File: src/rtl/rr_pipe_arb.sv
// Packet-granular round-robin arbiter feeding one registered valid/ready stage.
// A requester that starts a multi-beat packet owns the stage until its last beat is accepted.
module rr_pipe_arb #(
  parameter int N_REQ = 4,
  parameter int DW    = 16,
  parameter int SW    = 2
) (
  input  logic                clk,
  input  logic                rst,
  input  logic [N_REQ-1:0]    req_vld,
  output logic [N_REQ-1:0]    req_rdy,
  input  logic [N_REQ*DW-1:0] req_data,
  input  logic [N_REQ-1:0]    req_last,
  output logic                out_vld,
  input  logic                out_rdy,
  output logic [DW-1:0]       out_data,
  output logic                out_last,
  output logic [SW-1:0]       out_src
);

  typedef enum logic {IDLE, LOCKED} state_t;

  localparam logic [SW-1:0] LAST_IDX = SW'(N_REQ - 1);

  state_t          state_q, state_d;
  logic [SW-1:0]   ptr_q, ptr_d;
  logic [SW-1:0]   owner_q, owner_d;

  logic            vld_p0_q;
  logic [DW-1:0]   data_p0_q;
  logic            last_p0_q;
  logic [SW-1:0]   src_p0_q;

  logic            stg_rdy;
  logic [SW:0]     scan_sum;
  logic [SW-1:0]   gnt_idx;
  logic            gnt_fnd;
  logic [SW-1:0]   sel;
  logic            sel_vld;
  logic            accept;

  assign stg_rdy = ~vld_p0_q | out_rdy;

  // Rotating priority scan starting at ptr_q; first valid requester wins.
  always_comb begin
    scan_sum = '0;
    gnt_idx  = '0;
    gnt_fnd  = 1'b0;
    for (int k = 0; k < N_REQ; k++) begin
      scan_sum = {1'b0, ptr_q} + (SW+1)'(k);
      if (scan_sum >= (SW+1)'(N_REQ)) scan_sum = scan_sum - (SW+1)'(N_REQ);
      if (!gnt_fnd && req_vld[scan_sum[SW-1:0]]) begin
        gnt_fnd = 1'b1;
        gnt_idx = scan_sum[SW-1:0];
      end
    end
  end

  always_comb begin
    state_d = state_q;
    ptr_d   = ptr_q;
    owner_d = owner_q;
    sel     = gnt_idx;
    sel_vld = gnt_fnd;
    if (state_q == LOCKED) begin
      sel     = owner_q;
      sel_vld = req_vld[owner_q];
    end
    // No handshake may complete on a reset edge, so nothing is offered.
    if (rst) sel_vld = 1'b0;
    accept  = sel_vld & stg_rdy;
    req_rdy = '0;
    if (sel_vld) req_rdy[sel] = stg_rdy;
    if (accept) begin
      if (req_last[sel]) begin
        state_d = IDLE;
        ptr_d   = (sel == LAST_IDX) ? '0 : sel + SW'(1);
      end else begin
        state_d = LOCKED;
        owner_d = sel;
      end
    end
  end

  always_ff @(posedge clk) begin
    if (rst) begin
      state_q <= IDLE;
      ptr_q   <= '0;
      owner_q <= '0;
    end else begin
      state_q <= state_d;
      ptr_q   <= ptr_d;
      owner_q <= owner_d;
    end
  end

  // Stage p0: output register, advances whenever it is empty or being drained.
  always_ff @(posedge clk) begin
    if (rst) begin
      vld_p0_q  <= 1'b0;
      data_p0_q <= '0;
      last_p0_q <= 1'b0;
      src_p0_q  <= '0;
    end else if (stg_rdy) begin
      vld_p0_q <= accept;
      if (accept) begin
        data_p0_q <= req_data[sel*DW +: DW];
        last_p0_q <= req_last[sel];
        src_p0_q  <= sel;
      end
    end
  end

  assign out_vld  = vld_p0_q;
  assign out_data = data_p0_q;
  assign out_last = last_p0_q;
  assign out_src  = src_p0_q;

endmodule

File: config.mk
export PLATFORM = sky130hd
export DESIGN_NAME = rr_pipe_arb
export DESIGN_NICKNAME = d
export VERILOG_FILES = /design/src/rtl/rr_pipe_arb.sv
export SDC_FILE = /design/constraint.sdc
export NUM_CORES = 1
export LEC_CHECK = 0
export CELL_PAD_IN_SITES_DETAIL_PLACEMENT = 0
export CELL_PAD_IN_SITES_GLOBAL_PLACEMENT = 1
export CORE_UTILIZATION = 24
export DETAILED_ROUTE_END_ITERATION = 10
export GPL_TIMING_DRIVEN = 0
export PLACE_DENSITY_LB_ADDON = 0.1
export SLEW_MARGIN = 5
export SYNTH_ARGS = -nofsm -noshare
export SYNTH_HDL_FRONTEND = slang
export SYNTH_SLANG_ARGS = --single-unit
export TNS_END_PERCENT = 100
File: constraint.sdc
create_clock -name clk -period 1.86 [get_ports clk]
set_clock_uncertainty 0.05 [all_clocks]
set_input_delay 0.186 -clock clk [delete_from_list [all_inputs] [get_ports clk]]
set_output_delay 0.186 -clock clk [all_outputs]
set_load 0.01 [all_outputs]
==> metrics.md, run 1 <==
| Metric | Value |
|---|---|
| Status | complete, but fails checks |
| Failing checks | negative setup slack |
| Reg clk slew, reported paths | 100 ps |
| Slew Limit Fails | 0 |
| FFs w/ async S/R, synth | 0% |
| Clock latency on the worst-skew pair | 280 ps |
| Synth warn | 0 |
| Top FF cell, synth | dfxtp_1 |
| Synth top area share | 29.9% |
| Leakage | 1.34 nW |
| CP dominant cell by count | buf_12 |
| RSZ-0062 raised after global routing | true |
| Area contributors post-synth | dfxtp_1 (30%), mux2i_1 (21%), o221ai_1 (8.4%) |
| Peak VDD IR | 0.000371 V |
| Total number of vias | 1846 |
| Gate Count Post-Synth | 168 |
| Chip width | 85.6 um |
| Remaining DRCs | 0 |
| DP Area | 2780 um2 |
| 1st-iter DRT viols | 43 |
| Grt ovf | 0 |
| Total core area | 6760 um2 |
| Hold Path Stages | 2 |
| Initial antenna violation count | 0 |
| Antenna Cells | 0 |
| Io pins | 99 |
| Chip height | 85.6 um |
| Final #Nets | 381 |
| Wire per inst | 15.6 um |
| Unique masters post-synth | 41 |
| Row cnt | 30 |
| Syn_area_per_cell | 9.98 um2 |
| Detailed placement HPWL | 3950 um |
| Clk Tree Root Cell | clkbuf_8 |
| Final setup violation count | 25 |
| GRT Total Usage | 15.4% |
| CP max FO | 5 |
| Worst R2R Start | owner_q[0] |
| Pre-Repair DR Iteration Count | 4 |
| First-pass GRT wire length | 8940 um |
| ANT nets after route | 0 |
| Largest net degree at the start of global routing | 15 |
| Hold worst-path end | out_src[0] |
| Yosys reg bits | 25 |
| GP Congestion | 0.742 |
| Cell area power density | 902 nW/um2 |
| Final period utilization | 117% |
| Post-synth EDFFs | 0 |
| Worst-margin pin slew | 486 ps |
| Final instance area | 3510 um2 |
| Worst Hold Launch | out_src[0] |
| Delay-heaviest family, CP | flip-flops |
| Starting density of the core | 24.8% |
| DR vias/cell | 4.81 |
| Vias in the first global route | 1820 |
| Setup ws final | -309 ps |
| Register-to-register setup slack | -260 ps |
| FF-to-FF path depth | 8 |
| Final WL | 5990 um |
| CTS tree | yes |
| Clk sinks | 25 |
| HP Class | reg2reg |
| Cell taking the most area after synthesis | dfxtp_1 |
| Max Clock Freq | 461 MHz |
| TritonCTS Buffers | 3 |
| Req. time, crit path | 1620 ps |
| Critical Setup Path Class | reg2out |
| Slowest stage delay, CP | 380 ps |
| Mapped cell area | 1680 um2 |
| Count leader, synth | mux2i_1 |
| Crit-path cells | mux2i_1 > or2_0 > a32o_2 > buf_12 > buf_12 > ha_4 > and2_4 > buf_6 |
| Crit path time final | 2170 ps |
| Mapped Nets | 244 |
| Element type at the critical path start | register |
| Crit end category | primary output |
| Register area share after synthesis | 29.9% |
| Max-Cap Viols | 0 |
| WP data arrival | 1930 ps |
| Rel. slew slack | 67.6% |
| Setup TNS | -3710 ps |
| Final Hold Viols | 0 |
| FF-to-FF End | ptr_q[0] |
| Commonest cells post-synth | mux2i_1 (35), dfxtp_1 (25), nand3b_1 (17) |
| CTS max path bufs | 2 |
| Area Overhead vs Synth | 109% |
| H-tree levels | 1 |
| Buffer and inverter count on the worst path | 3 |
| PortBufs | 98 |
| DIE AREA | 7320 um2 |
| Slowest cell on crit path | dfxtp_4 |
| Layout cell share with drive strength beyond 1 | 30.9% |
-- registers in the layout (all words and copies together) (netlist names) --
register  flops
out_vld       1
owner_q       2
ptr_q         2
out_src       2
out_last      1
out_data     16
state_q       1
-- metrics by stage --
stage               std cells  utilization, %  total power, mW  hold slack, ps  worst slack (ps)
floorplan                 168               -             1.53             341             -65.9
global placement          346            41.1             2.14             383             -1070
detailed placement        346            41.1             2.13             394             -1060
CTS                       365            44.9             2.69             409              -346
global route              384            51.9             3.32             443              -383
finish                    384            51.9             3.16             408              -309
-- where the power goes --
part	switching, mW	total, mW	internal [mW]
combinational	0.797	2.05	1.25
sequential	0.0801	0.762	0.682
clock	0.200	0.350	0.151
-- worst register-to-register path, delay by kind of cell, from the launching register on --
family                 cells  cell delay, ps
DFF                        1             340
AOI/OAI and AO/OA          1             220
and+or+nand+nor            2             390
muxes                      3             760
buffers and inverters      2             280
-- worst max path at each step --
| stage | start | endpoint | slack (ps) | cells after the start |
|---|---|---|---|---|
| floorplan | ptr_q[1] | ptr_q[0] | -70 | 8 |
| global placement | req_vld[1] | req_rdy[3] | -1070 | 10 |
| detailed placement | req_vld[0] | req_rdy[3] | -1060 | 10 |
| CTS | ptr_q[1] | req_rdy[3] | -350 | 8 |
| global route | owner_q[0] | ptr_q[0] | -380 | 8 |
| finish | ptr_q[1] | req_rdy[3] | -310 | 8 |
-- kinds of logic (layout without fill, tap and decap cells) --
group,count (synthesis),after routing,synth area share (%)
muxes,40,40,26.9
DFF,25,25,29.9
adders and majority gates,1,1,0.746
and+or+nand+nor,54,54,20.1
buffers and inverters,17,153,6.27
AOI/OAI and AO/OA,31,31,16.2
-- per-layer routing --
metal  wire [um]  share of wire (%)  global-route usage, %
met1        2660                 44                   19.5
met2        3070                 51                   28.0
met3         215                3.6                   1.92
met4          39               0.65                   3.18
met5           0                  0                      0
-- cells in the final DEF (no fill, tap or decap), drive strengths merged, types with 2 or more instances in the layout --
cell type / instances
clkdlybuf4s50: 90
buf: 46
mux2i: 38
dfxtp: 25
nand3b: 17
o221ai: 16
clkbuf: 10
nand2: 8
nor2: 7
nand2b: 6
nor2b: 4
dlygate4sd2: 4
nor3: 3
inv: 2
o21bai: 2
a21oi: 2
o21ai: 2
and2: 2
-- area by class of cell --
class	count	area, um2
Fill cell	641	3250
Timing Repair Buffer	134	1380
Multi-Input combinational cell	126	1300
Sequential cell	25	507
Buffer	13	169
Tap cell	80	100
Clock buffer	3	41.3
Inverter	2	7.51
Clock inverter	1	5.00
-- repair_timing --
action,in CTS,in global routing
setup endpoints to repair,28,28
resized for setup,50,50
hold buffers,0,0
pin swaps,8,23
gates cloned,0,4
buffers inserted,19,15
Power figures use the tool's default switching activity.
==> inputs of run 2 (changes only) <==
- CAP_MARGIN: not set -> 20
- TNS_END_PERCENT: 100 -> not set
==> results of run 2 <==
The final DEF is identical to that of run 1; final timing and power are the same.
==> variant 1: new RTL, settings of run 1 <==
The parameter `N_REQ` goes from 4 to 8.
--- a/src/rtl/rr_pipe_arb.sv
+++ b/src/rtl/rr_pipe_arb.sv
@@ -2,5 +2,5 @@
 // A requester that starts a multi-beat packet owns the stage until its last beat is accepted.
 module rr_pipe_arb #(
-  parameter int N_REQ = 4,
+  parameter int N_REQ = 8,
   parameter int DW    = 16,
   parameter int SW    = 2
Ports: changed (resized req_data, req_last, req_rdy and req_vld); port bits go from 99 to 175. No check against the original RTL was run, so the function may have changed too.
==> variant 1 against run 1 <==
  * The run ends with DRC, setup timing left
  * Combinational power increased by 8%
  * Wire length decreased by 3.6%
  * Register-to-register slack improved by 0.06 ns
  * Design area decreased by 5.2%
  * Total power increased by 6.2%
  * Non-clock buffer count decreased by 5
  * Sequential share of layout area increased by 1.0 points
  * Worst hold slack improved by 0.0084 ns
  * Sequential cell count unchanged
  * Setup slack improved by 0.079 ns
  * Area after synthesis decreased by 2.9%
==> variant 1: results (changes against run 1) <==
[outcome]
outcome = finished with violations  ; unchanged
violations = DRC, setup timing  ; was setup timing

[global_routing]
gr-usage-met2_pct = 31.6  ; was 28.0%
grtUsageMet3_pct = 5.11  ; was 1.92%
grt_pass1_wl_mm = 9.54  ; was 8.94 mm
grt_pass1_vias = 1946  ; was 1820
grt_max_degree = 14  ; was 15
grtUsageTotal_pct = 16.8  ; was 15.4%
met1_usage_pct = 19.1  ; was 19.5%

[logic_synthesis]
yosys-mux-area-fraction_pct = 25.0  ; was 26.9%
ys_seq_area_share_pct = 30.7  ; was 29.9%
yosys-top-cells-area = dfxtp_1 31%, mux4_2 22%, a21o_1 7.8%  ; was dfxtp_1 30%, mux2i_1 21%, o221ai_1 8.4%
synthCells = 161  ; was 168
ys_top_cells_by_count = 25 x dfxtp_1, 17 x a21o_1, 17 x and3_1  ; was 35 x mux2i_1, 25 x dfxtp_1, 17 x nand3b_1
syn_area_per_cell_um2 = 10.1  ; was 9.98 um^2

[hold_path]
whs_endpoint = out_src[1]  ; was out_src[0]

[critical_path]
worstPathArrival_ns = 1.85  ; was 1.93 ns
timing.rr.end = out_data[14]  ; was ptr_q[0]

[finish]
drive_above_1_share_pct = 37.8  ; was 30.9%
n_fill_cell = 602  ; was 641
signal_buffer_area_fraction_pct = 42.7  ; was 44.1%
nets = 443  ; was 381
clk_share_pct = 1.36  ; was 1.32%
layout.cells.non_filler = 371  ; was 384
clock_buffers = 4  ; was 3
multi_input_cells = 115  ; was 126
inv_count = 8  ; was 2

[sta]
finalSetupViolCount = 25  ; unchanged
fin_ws_ns = -0.230  ; was -0.309 ns

[power]
ir_drop_mv = 0.391  ; was 0.371 mV

[detailed_routing]
wl_met1_mm = 2.35  ; was 2.66 mm
route.met2.wl_mm = 2.93  ; was 3.07 mm
drc_errors = 4  ; was 0

[cts]
cts_resized = 77  ; was 50

## variant 1: cell types whose count changed after synthesis, moves of 5 or more
cell,run 1,this run
mux4_2,0,16
a21o_1,1,17
and3_1,0,17
nand3b_1,17,0
o221ai_1,16,0
mux2i_1,35,2
nand2b_1,6,0
a21oi_1,2,7
## variant 1: cell families (layout without fill, tap and decap cells)
logic type	after synthesis	after routing
simple gates	51	51
buf+inv	24	154
fa+ha+maj	1	1
flops	25	25
mux	19	19
compound gates	40	40
other cells	1	4
## variant 1: where the power goes
group / total, mW / switching, mW / internal [mW]
Sequential: 0.805 / 0.103 / 0.702
Clock: 0.338 / 0.184 / 0.154
Combinational: 2.22 / 0.869 / 1.35
Total: 3.36 / 1.16 / 2.20
## variant 1: critical path, delay by kind of cell, from the launching register on
kind	cells	cell delay, ns
buf+inv	3	0.29
simple gates	4	0.53
compound gates	1	0.21
flops	1	0.38
fa+ha+maj	1	0.16
==> variant 2: new RTL, flow settings as in run 1 <==
Made on the original files. Make the reset (`rst`) asynchronous in 2 clocked blocks.
--- a/src/rtl/rr_pipe_arb.sv
+++ b/src/rtl/rr_pipe_arb.sv
@@ -83,5 +83,5 @@
   end
 
-  always_ff @(posedge clk) begin
+  always_ff @(posedge clk or posedge rst) begin
     if (rst) begin
       state_q <= IDLE;
@@ -96,5 +96,5 @@
 
   // Stage p0: output register, advances whenever it is empty or being drained.
-  always_ff @(posedge clk) begin
+  always_ff @(posedge clk or posedge rst) begin
     if (rst) begin
       vld_p0_q  <= 1'b0;
Formal check against the unedited RTL: differs if rst is asserted again (counterexample within 4 cycles, from zero or initial values and one cycle with rst high); with rst held inactive, the same outputs for 10 cycles.
==> variant 2 against run 1 <==
  * The run still ends with setup timing left
  * Die area is 0.36% lower
  * Area after synthesis is 0.37% lower
  * Sequential cell count stayed put
  * Sequential share of layout area is 4.9 points higher
  * Wire length is 4.7% lower
  * Total power is 41% higher
  * Combinational power is 55% higher
  * Setup slack worse by 0.20 ns
  * Critical path depth is 1 higher
  * Design area is 7.4% lower
  * First-iteration DRC count is 16% higher
  * Critical endpoint is now owner_q[0]
  * Highest routed layer unchanged
==> variant 2: results (changes against run 1) <==
[finish]
ff_latch_area_um2 = 627  ; was 507 um^2
multi_input_area_share_pct = 35.1  ; was 37.0%
multi_input_cells = 114  ; was 126
clk_share_pct = 1.50  ; was 1.32%
signal_buffer_area_fraction_pct = 40.0  ; was 44.1%
nets = 353  ; was 381
n_fill_cell = 647  ; was 641
signal_buffers = 127  ; was 147
drive_above_1_share_pct = 29.7  ; was 30.9%

[detailed_routing]
routed_wl_mm = 5.70  ; was 5.99 mm
drt_iter0_markers = 50  ; was 43
route.met2.wl_mm = 2.70  ; was 3.07 mm
drtPass1Iterations = 7  ; was 4
wl_met1_mm = 2.62  ; was 2.66 mm
num_vias = 1715  ; was 1846

[global_routing]
grtUsageMet3_pct = 3.50  ; was 1.92%
met1_usage_pct = 21.6  ; was 19.5%
grt_max_degree = 16  ; was 15

[critical_path]
path_delay_family = simple AND/OR/NAND/NOR gates  ; was flip-flops
cpMaxStageDelayCell = or4b_4  ; was dfxtp_4
cpPeakStageDelay_ns = 0.49  ; was 0.38 ns
worstPathArrival_ns = 2.50  ; was 1.93 ns

[placed_design]
placed_cell_area_um2 = 2780  ; about the same
routabilityCongestion = 0.740  ; was 0.742
place_hpwl_mm = 3.89  ; was 3.95 mm

[sta]
fin_ws_ns = -0.513  ; was -0.309 ns
finalSetupViolCount = 27  ; was 25

[outcome]
violations = setup timing  ; unchanged
outcome = finished with violations  ; unchanged

[logic_synthesis]
synth_cell_types = 42  ; was 41
yosys-top-cells-area = dfrtp_1 37%, mux2i_1 20%, o221ai_1 8.9%  ; was dfxtp_1 30%, mux2i_1 21%, o221ai_1 8.4%
syn_area_per_cell_um2 = 10.8  ; was 9.98 um^2
ys_seq_area_share_pct = 37.5  ; was 29.9%
ys_top_cells_by_count = 34 x mux2i_1, 25 x dfrtp_1, 20 x nand2_1  ; was 35 x mux2i_1, 25 x dfxtp_1, 17 x nand3b_1

[hold_path]
hold_path.class = in2async  ; was reg2reg

[power]
ir_drop_mv = 0.537  ; was 0.371 mV

## variant 2: cell count changes in the layout (fill, tap and decap cells not counted), sizes merged, moves of 4 or more
cell	run 1	this run
dfrtp	0	25
dfxtp	25	0
nand3b	17	0
buf	46	32
nand2	8	22
clkbuf	10	4
mux2i	38	34
nand2b	6	2
## variant 2: worst register-to-register path, delay by kind of cell (launching register included)
kind / cells / cell delay, ns
AOI/OAI and AO/OA: 3 / 0.54
DFF: 1 / 0.39
muxes: 1 / 0.32
buffers and inverters: 3 / 0.41
and+or+nand+nor: 2 / 0.56
## variant 2: logic make-up after synthesis
family                     after synthesis  synth area share [%]
and+or+nand+nor                         40                  13.3
adders and majority gates                1                 0.749
buffers and inverters                   15                  5.32
DFF                                     25                  37.5
AOI/OAI and AO/OA                       34                  18.6
muxes                                   39                  24.6
## variant 2: report_power, final
group          switching (mW)  internal, mW
clock                   0.193         0.152
sequential              0.149         0.798
combinational            1.40          1.78
total                    1.74          2.73
## variant 2: timing repair
| item | CTS | global route |
|---|---|---|
| pin swaps | 8 | 7 |
| cloned | 2 | 0 |
| buffers inserted | 16 | 3 |
| endpoints found under the setup margin | 28 | 27 |
| resized for setup | 51 | 32 |
| endpoints found under the hold margin | 0 | 0 |
## variant 2: final timing paths
kind	endpoint	slack [ns]	depth (start not counted)
min in group clk	out_data[4]	0.44	2
max in group asynchronous	out_data[14]	1.10	2
max	owner_q[0]	-0.51	9
max reg2reg	owner_q[0]	-0.51	9
min reg2reg	out_data[4]	0.44	2
min	out_src[1]	0.34	2
## variant 2: stage by stage
step	power (mW)	std cells
finish	4.47	356
floorplan	2.38	154
global placement	3.32	332
CTS	4.18	354
global route	4.79	356
detailed placement	3.32	332
